### src/rtl/countdown_phase_tracker.sv
// countdown_phase_tracker
//   Consumer of the alternating countdown stream (SHORT_START..0, LONG_START..0, repeating).
//   Locks onto the phase sequence after a zero followed by a start value. Once locked, it
//   checks every accepted sample against the expected decrement/reload pattern.
//
// Ports:
//   clk          system clock, rising edge
//   reset        asynchronous, active-high reset
//   count_in     4-bit count value from the countdown counter
//   count_valid  sample count_in this cycle; when low, all state holds
//   phase        phase of the last accepted sample (0 = short, 1 = long)
//   in_sync      high while locked onto the sequence
//   seg          {g,f,e,d,c,b,a} active-high 7-segment decode of the last sampled value
//   phase_done   one-cycle pulse when a phase's final 0 is accepted
//   seq_error    one-cycle pulse on a mismatch while locked
//   err_count    saturating mismatch count
//   cycle_count  wrapping count of completed phases
module countdown_phase_tracker #(
   parameter logic [3:0]  SHORT_START = 4'd5,
   parameter logic [3:0]  LONG_START  = 4'd9,
   parameter int unsigned ERR_W       = 8,
   parameter int unsigned CYC_W       = 8
) (
   input  logic             clk,
   input  logic             reset,
   input  logic [3:0]       count_in,
   input  logic             count_valid,
   output logic             phase,
   output logic             in_sync,
   output logic [6:0]       seg,
   output logic             phase_done,
   output logic             seq_error,
   output logic [ERR_W-1:0] err_count,
   output logic [CYC_W-1:0] cycle_count
);

   typedef enum logic [1:0] {StHunt, StTrackShort, StTrackLong} state_e;

   localparam logic [ERR_W-1:0] ErrOne = 1;
   localparam logic [CYC_W-1:0] CycOne = 1;

   state_e     state_q;
   logic [3:0] exp_q;
   logic       last_zero_q;

   function automatic logic [6:0] seg_decode(input logic [3:0] v);
      logic [6:0] s;
      case (v)
         4'd0:    s = 7'b0111111;
         4'd1:    s = 7'b0000110;
         4'd2:    s = 7'b1011011;
         4'd3:    s = 7'b1001111;
         4'd4:    s = 7'b1100110;
         4'd5:    s = 7'b1101101;
         4'd6:    s = 7'b1111101;
         4'd7:    s = 7'b0000111;
         4'd8:    s = 7'b1111111;
         4'd9:    s = 7'b1101111;
         default: s = 7'b1111001; // "E" for 10-15
      endcase
      return s;
   endfunction

   always_ff @(posedge clk or posedge reset) begin
      if (reset) begin
         state_q     <= StHunt;
         exp_q       <= 4'd0;
         last_zero_q <= 1'b1; // lets the counter's post-reset start value lock at once
         phase       <= 1'b0;
         in_sync     <= 1'b0;
         seg         <= 7'b0000000;
         phase_done  <= 1'b0;
         seq_error   <= 1'b0;
         err_count   <= '0;
         cycle_count <= '0;
      end else begin
         phase_done <= 1'b0;
         seq_error  <= 1'b0;
         if (count_valid) begin
            last_zero_q <= (count_in == 4'd0);
            seg         <= seg_decode(count_in);
            unique case (state_q)
               StHunt: begin
                  // A start value only counts as a phase start right after a zero.
                  if (last_zero_q && count_in == SHORT_START) begin
                     state_q <= StTrackShort;
                     in_sync <= 1'b1;
                     exp_q   <= SHORT_START - 4'd1;
                     phase   <= 1'b0;
                  end else if (last_zero_q && count_in == LONG_START) begin
                     state_q <= StTrackLong;
                     in_sync <= 1'b1;
                     exp_q   <= LONG_START - 4'd1;
                     phase   <= 1'b1;
                  end
               end
               StTrackShort, StTrackLong: begin
                  if (count_in != exp_q) begin
                     seq_error <= 1'b1;
                     if (err_count != '1) err_count <= err_count + ErrOne;
                     state_q <= StHunt;
                     in_sync <= 1'b0;
                  end else if (exp_q == 4'd0) begin
                     // Phase complete; phase output flips only once the reload value arrives.
                     phase_done  <= 1'b1;
                     cycle_count <= cycle_count + CycOne;
                     if (state_q == StTrackShort) begin
                        state_q <= StTrackLong;
                        exp_q   <= LONG_START;
                     end else begin
                        state_q <= StTrackShort;
                        exp_q   <= SHORT_START;
                     end
                  end else begin
                     exp_q <= exp_q - 4'd1;
                     phase <= (state_q == StTrackLong);
                  end
               end
               default: begin
                  state_q <= StHunt;
                  in_sync <= 1'b0;
               end
            endcase
         end
      end
   end

endmodule
### config.mk
export PLATFORM = sky130hd
export DESIGN_NAME = countdown_phase_tracker
export DESIGN_NICKNAME = d
export VERILOG_FILES = /design/src/rtl/countdown_phase_tracker.sv
export SDC_FILE = /design/constraint.sdc
export NUM_CORES = 1
export LEC_CHECK = 0
export BUFFER_PORTS_ARGS = -buffer_cell sky130_fd_sc_hd__buf_2
export CORE_ASPECT_RATIO = 2
export CORE_UTILIZATION = 60
export CTS_CLUSTER_SIZE = 20
export DETAILED_ROUTE_END_ITERATION = 10
export PLACE_DENSITY = 0.82
export SLEW_MARGIN = 30
export SYNTH_ARGS = -nofsm -noshare
export SYNTH_HDL_FRONTEND = slang
export SYNTH_SLANG_ARGS = --single-unit
### constraint.sdc
create_clock -name clk -period 5.29 [get_ports clk]
set_input_delay 1.3225 -clock clk [delete_from_list [all_inputs] [get_ports clk]]
set_output_delay 1.3225 -clock clk [all_outputs]
set_load 0.01 [all_outputs]
==> qor.txt, run 1 <==
fin crit share - 52.6%
layout cells sized above 1 - 22.8%
library cells used by synthesis - 40
setup bufs post-CTS - 0
net switching power - 389 uW
hold violation count in the final report - 0
Starting Density - 62.7%
slowest cell on the critical path - or4_4
Ports - 34
max-cap violation count - 0
worst-margin pin slew - 0.874 ns
crit-path max FO - 12
Critical Path Start Type - input pin
min Tclk post-route - 2.78 ns
internal power component - 683 uW
R2R Setup Slk - 3.11 ns
unrepaired setup endpoints after global routing - no
CP delay by family, top - simple AND/OR/NAND/NOR gates
asr flop ratio synth - 100%
GR Util All Layers - 25.1%
# port buffers - 33
CTS max path bufs - 2
Setup Skew - 0.00556 ns
first-pass GRT wire length - 6.62 mm
final WL - 4.11 mm
pwr dens - 471 nW/um^2
cts hold-fix bufs - 0
Synth Area per Inst - 9.73 um^2
Flop pwr share - 34.8%
area of the multi-input gates - 998 um^2
Die X - 42.4 um
CP Capture Type - flip-flop
crit path buf inv count - 1
TritonCTS clock tree - yes
status - complete, no violations
number of synthesized flops with an enable pin - 0
1st-iter DRT viols - 56
Routability Congestion - 0.891
final setup fails - 0
Rows - 29
CP cell instances - buf_2 > xor2_1 > or4_4 > a211o_1 > mux2_2
post-detailed-route wirelength per cell - 15.3 um
DIE HEIGHT - 82.7 um
clock power share - 26.9%
Fin Setup TNS - 0 ns
vias per cell - 6.03
Hold WC Path Type - flip-flop to flip-flop
post-CTS sizing - 0
Sinks on Clock Net - 34
Synth Cell Area - 1960 um^2
sw frac - 36.3%
full die area - 3510 um^2
n_diodes - 0
Synth warnings - 0
arrival time at the worst endpoint - 2.96 ns
Max Slew Vio Count - 0
FF/Latch Area - 852 um^2
max_slew headroom - 41.2%
# H-tree levels - 2
most frequent cells in the layout - dfrtp_1 (33), buf_2 (33), inv_1 (20), nor2_1 (17), xor2_1 (14)
vias - 1616
largest net degree at the start of global routing - 35
total gr overflow - 0
peak supply drop - 403 uV
f_max - 0.359 GHz
fin nets - 256
CTS Root Cell - clkbuf_8
Worst EP required - 5.47 ns
Area Growth Syn to Fin - 16.3%
vias in the first global route - 1610
CTS Buf Count - 5
Post-Synthesis Net Count - 221
Combinational Power Share - 38.3%
DRT Pass-1 Iters - 4
clk_lat worst skew - 0.29 ns
P_leak - 0.00114 uW
hpwl dp - 3.06 mm
Filler cells - 232
clk slew on worst S/H paths - 0.07 ns
Cells after Synth - 201
DRC viols - 0
setup ws final - 2.51 ns
dpl ws - 2.20 ns
WS Path Type - input pin to flip-flop
most used flip-flop cell after synthesis - dfrtp_1
total core area - 3120 um^2
post-synthesis sequential area ratio - 43.6%
initial antenna violation count - 0
Post-DRT Antenna Nets - 0
worst stage delay on the critical path - 0.58 ns
Synth Register Bits - 34
==> sequential cells by signal, summed over array words and instances, names as in the netlist <==
register / count
state_q: 2
exp_q: 4
phase_done: 1
cycle_count: 8
err_count: 8
seg: 7
phase: 1
in_sync: 1
last_zero_q: 1
seq_error: 1
==> stage by stage <==
step                      instances  cell area, um^2  power [uW]  hold slack [ns]  util (%)
final                           268             2270        1070            0.470      72.9
after global placement          260             2140         773            0.456      68.5
after global routing            268             2270        1140            0.490      72.9
after floorplan                 201             1960         676            0.461         -
after detailed placement        260             2140         783            0.465      68.5
after CTS                       268             2270        1070            0.474      72.9
==> synthesized netlist by cell type, drive strengths merged, types with 2 or more instances <==
library cell / instances / area (um^2)
xor2: 14 / 123
nor2b: 4 / 25.0
nand2b: 2 / 12.5
mux2: 7 / 78.8
nor3: 6 / 30.0
a211o: 3 / 26.3
o211ai: 3 / 22.5
mux2i: 3 / 30.0
inv: 20 / 75.1
nor4: 5 / 31.3
nor3b: 3 / 22.5
xnor2: 2 / 17.5
o21ai: 9 / 45.0
a21oi: 10 / 50.1
nand3: 7 / 35.0
clkbuf: 5 / 18.8
nand2: 11 / 41.3
a2bb2oi: 2 / 17.5
nor2: 17 / 63.8
dfrtp: 33 / 826
nand4: 4 / 25.0
ha: 13 / 163
==> worst paths after layout <==
check / cells past startpoint / start / to
max: 5 / count_in[3] / exp_q[1]
min: 1 / cycle_count[7] / cycle_count[7]
max in group asynchronous: 3 / reset / last_zero_q
max reg2reg: 6 / exp_q[0] / cycle_count[1]
min reg2reg: 1 / cycle_count[7] / cycle_count[7]
min in group asynchronous: 3 / reset / phase_done
==> power groups by stage <==
stage | Clock (uW) | Combinational [uW] | Sequential (uW)
after floorplan | 0 | 294 | 382
after global placement | 0 | 399 | 375
after detailed placement | 0 | 406 | 376
after CTS | 291 | 410 | 373
after global routing | 303 | 456 | 380
final | 288 | 411 | 373
==> area by class of cell <==
cell class	count	share of cell area (%)
Inverter	20	3.30
Timing Repair Buffer	34	7.59
Clock inverter	3	3.03
Multi-Input combinational cell	141	43.9
Tap cell	31	1.71
Sequential cell	34	37.5
Clock buffer	5	3.03
==> per-layer routing <==
metal / global-route usage (%) / up-vias / share of wire, %
met3: 6.09 / 16 / 3.8
met1: 26.4 / 778 / 39
li1: - / 771 / -
met5: 0 / - / 0
met4: 15.3 / 0 / 3.0
met2: 44.3 / 51 / 54
==> cell families after synthesis <==
family	count (synthesis)	share of synthesized area, %
AND/OR/NAND/NOR	66	17.5
AO/OA/AOI/OAI	36	12.5
flip-flops	34	43.6
buffers and inverters	26	5.37
XOR/XNOR	16	7.17
adder cells (fa/ha/maj)	13	8.32
multiplexers	10	5.57
No activity file was read; power rests on OpenSTA's default activity.
==> inputs of run 2 (changes only) <==
--- a/config.mk
+++ b/config.mk
@@ -7,10 +7,10 @@
 export LEC_CHECK = 0
 export BUFFER_PORTS_ARGS = -buffer_cell sky130_fd_sc_hd__buf_2
 export CORE_ASPECT_RATIO = 2
-export CORE_UTILIZATION = 60
+export CORE_UTILIZATION = 55
 export CTS_CLUSTER_SIZE = 20
 export DETAILED_ROUTE_END_ITERATION = 10
-export PLACE_DENSITY = 0.82
+export PLACE_DENSITY = 0.76
 export SLEW_MARGIN = 30
 export SYNTH_ARGS = -nofsm -noshare
 export SYNTH_HDL_FRONTEND = slang
==> constraint.sdc (replaced) <==
create_clock -name clk -period 2.79 [get_ports clk]
set_input_delay 0.6975 -clock clk [delete_from_list [all_inputs] [get_ports clk]]
set_output_delay 0.6975 -clock clk [all_outputs]
set_load 0.01 [all_outputs]
==> run 2 against run 1 <==
Against the previous run: die area rose by 8.8%; sequential share of layout area fell by 0.39 points; hold slack got worse by 0.0033 ns; critical endpoint unchanged; largest cell class unchanged; wire length fell by 0.68%.
==> qor.txt, run 2 (same netlist as run 1, synthesis figures left out) <==
status - complete, no violations (unchanged)
FF/Latch Area - 852 um^2 (unchanged)
initial antenna violation count - 0 (unchanged)
CP Capture Type - flip-flop (unchanged)
setup bufs post-CTS - 0 (unchanged)
fin crit share - 77.8%
vias in the first global route - 1593 (was 1610)
worst-margin pin slew - 0.458 ns (was 0.874 ns)
Ports - 34 (unchanged)
post-detailed-route wirelength per cell - 15.0 um (was 15.3 um)
cts hold-fix bufs - 0 (unchanged)
final WL - 4.08 mm (was 4.11 mm)
arrival time at the worst endpoint - 2.35 ns (was 2.96 ns)
Design Power - 2070 uW (was 1070 uW)
GR Layer Usage met1 - 26.7% (was 26.4%)
final setup fails - 0 (unchanged)
Worst EP required - 2.97 ns (was 5.47 ns)
WS Path Type - input pin to flip-flop (unchanged)
# port buffers - 33 (unchanged)
vias per cell - 5.82 (was 6.03)
fin nets - 259 (was 256)
slowest cell on the critical path - or4_4 (unchanged)
Fin Setup TNS - 0 ns (unchanged)
full die area - 3810 um^2 (was 3510 um^2)
Starting Density - 57.9% (was 62.7%)
area of the multi-input gates - 998 um^2 (unchanged)
met2 Resource Use GR - 41.3% (was 44.3%)
CTS max path bufs - 2 (unchanged)
Max Slew Vio Count - 0 (unchanged)
pwr dens - 899 nW/um^2 (was 471 nW/um^2)
CP cell instances - buf_2 > xor2_1 > or4_4 > a211o_1 > mux2_2 (unchanged)
P_leak - 0.00115 uW (was 0.00114 uW)
total gr overflow - 0 (unchanged)
CTS Root Cell - clkbuf_8 (unchanged)
layout cells sized above 1 - 23.8% (was 22.8%)
largest registers - cycle_count (8), err_count (8), seg (7) (unchanged)
clk slew on worst S/H paths - 0.07 ns (about the same)
total core area - 3380 um^2 (was 3120 um^2)
most frequent cells in the layout - dfrtp_1 (33), buf_2 (33), inv_1 (20), nor2_1 (17), xor2_1 (14) (unchanged)
Flop pwr share - 34.2% (was 34.8%)
max-cap violation count - 0 (unchanged)
internal power component - 1320 uW (was 683 uW)
Post-DRT Antenna Nets - 0 (unchanged)
largest net degree at the start of global routing - 35 (unchanged)
Filler cells - 275 (was 232)
f_max - 0.461 GHz
GR peak layer - met2 (unchanged)
first-pass GRT wire length - 6.82 mm (was 6.62 mm)
min Tclk post-route - 2.17 ns
Sinks on Clock Net - 34 (unchanged)
TritonCTS clock tree - yes (unchanged)
hold violation count in the final report - 0 (unchanged)
Area Growth Syn to Fin - 17.5% (was 16.3%)
clock power share - 26.4% (was 26.9%)
Combinational Power Share - 39.4% (was 38.3%)
max_slew headroom - 69.3% (was 41.2%)
Critical Path Start Type - input pin (unchanged)
CP delay by family, top - simple AND/OR/NAND/NOR gates (unchanged)
peak supply drop - 660 uV (was 403 uV)
hpwl dp - 2.90 mm (was 3.06 mm)
Rows - 30 (was 29)
CTS Buf Count - 5 (unchanged)
vias - 1584 (was 1616)
n_diodes - 0 (unchanged)
# H-tree levels - 2 (unchanged)
Hold WC Path Type - flip-flop to flip-flop (unchanged)
crit-path max FO - 12 (unchanged)
net switching power - 750 uW (was 389 uW)
DRC viols - 0 (unchanged)
Setup Skew - 0.00494 ns (was 0.00556 ns)
1st-iter DRT viols - 42 (was 56)
met3 Use GR - 5.00% (was 6.09%)
Die X - 44.2 um (was 42.4 um)
GR Util All Layers - 23.9% (was 25.1%)
DRT Pass-1 Iters - 6 (was 4)
worst stage delay on the critical path - 0.58 ns (about the same)
DIE HEIGHT - 86.3 um (was 82.7 um)
clk_lat worst skew - 0.29 ns (about the same)
crit path buf inv count - 1 (unchanged)
post-CTS sizing - 0 (unchanged)
sw frac - 36.3% (about the same)
unrepaired setup endpoints after global routing - no (unchanged)
Routability Congestion - 0.906 (was 0.891)
-- run 2: cell types whose count changed in the layout (fill, tap and decap cells not counted) --
| cell | before | now |
|---|---|---|
| buf_4 | 1 | 4 |
-- run 2: area by class of cell --
cell class,count,share of cell area [%]
Sequential cell,34,37.1
Clock buffer,5,2.99
Inverter,20,3.27
Clock inverter,3,2.99
Multi-Input combinational cell,141,43.4
Tap cell,32,1.74
Timing Repair Buffer,37,8.49
-- run 2: layer usage --
layer  wire (um)  vias to the layer above  part of all wire [%]
met5           0                        -                     0
met4         119                        0                   2.9
met3         118                       12                   2.9
met2        2170                       34                    53
met1        1670                      765                    41
li1            -                      773                     -
-- run 2: power by group through the flow --
stage | Sequential, uW | Combinational [uW] | Clock, uW
5_1_grt | 719 | 904 | 576
6_report | 707 | 814 | 545
4_1_cts | 708 | 811 | 557
3_3_place_gp | 709 | 792 | 0
3_5_place_dp | 714 | 802 | 0
2_1_floorplan | 724 | 557 | 0
-- run 2: final timing paths --
kind | endpoint | from | slack, ns | cells past startpoint
worst max-delay path | exp_q[1] | count_in[3] | 0.62 | 5
min in group asynchronous | err_count[4] | reset | 0.49 | 3
worst min-delay path | cycle_count[7] | cycle_count[7] | 0.47 | 1
worst min register to register | cycle_count[7] | cycle_count[7] | 0.47 | 1
worst max register to register | cycle_count[1] | exp_q[0] | 0.66 | 6
max in group asynchronous | last_zero_q | reset | 1.98 | 3
-- run 2: through the flow --
stage | hold WS [ns] | utilization (%) | setup slack (ns) | cells | cell area (um^2)
2_1_floorplan | 0.461 | - | 0.571 | 201 | 1960
3_3_place_gp | 0.456 | 64.0 | 0.356 | 264 | 2160
3_5_place_dp | 0.456 | 64.0 | 0.322 | 264 | 2160
4_1_cts | 0.470 | 68.0 | 0.631 | 272 | 2300
5_1_grt | 0.487 | 68.0 | 0.439 | 272 | 2300
6_report | 0.467 | 68.0 | 0.620 | 272 | 2300
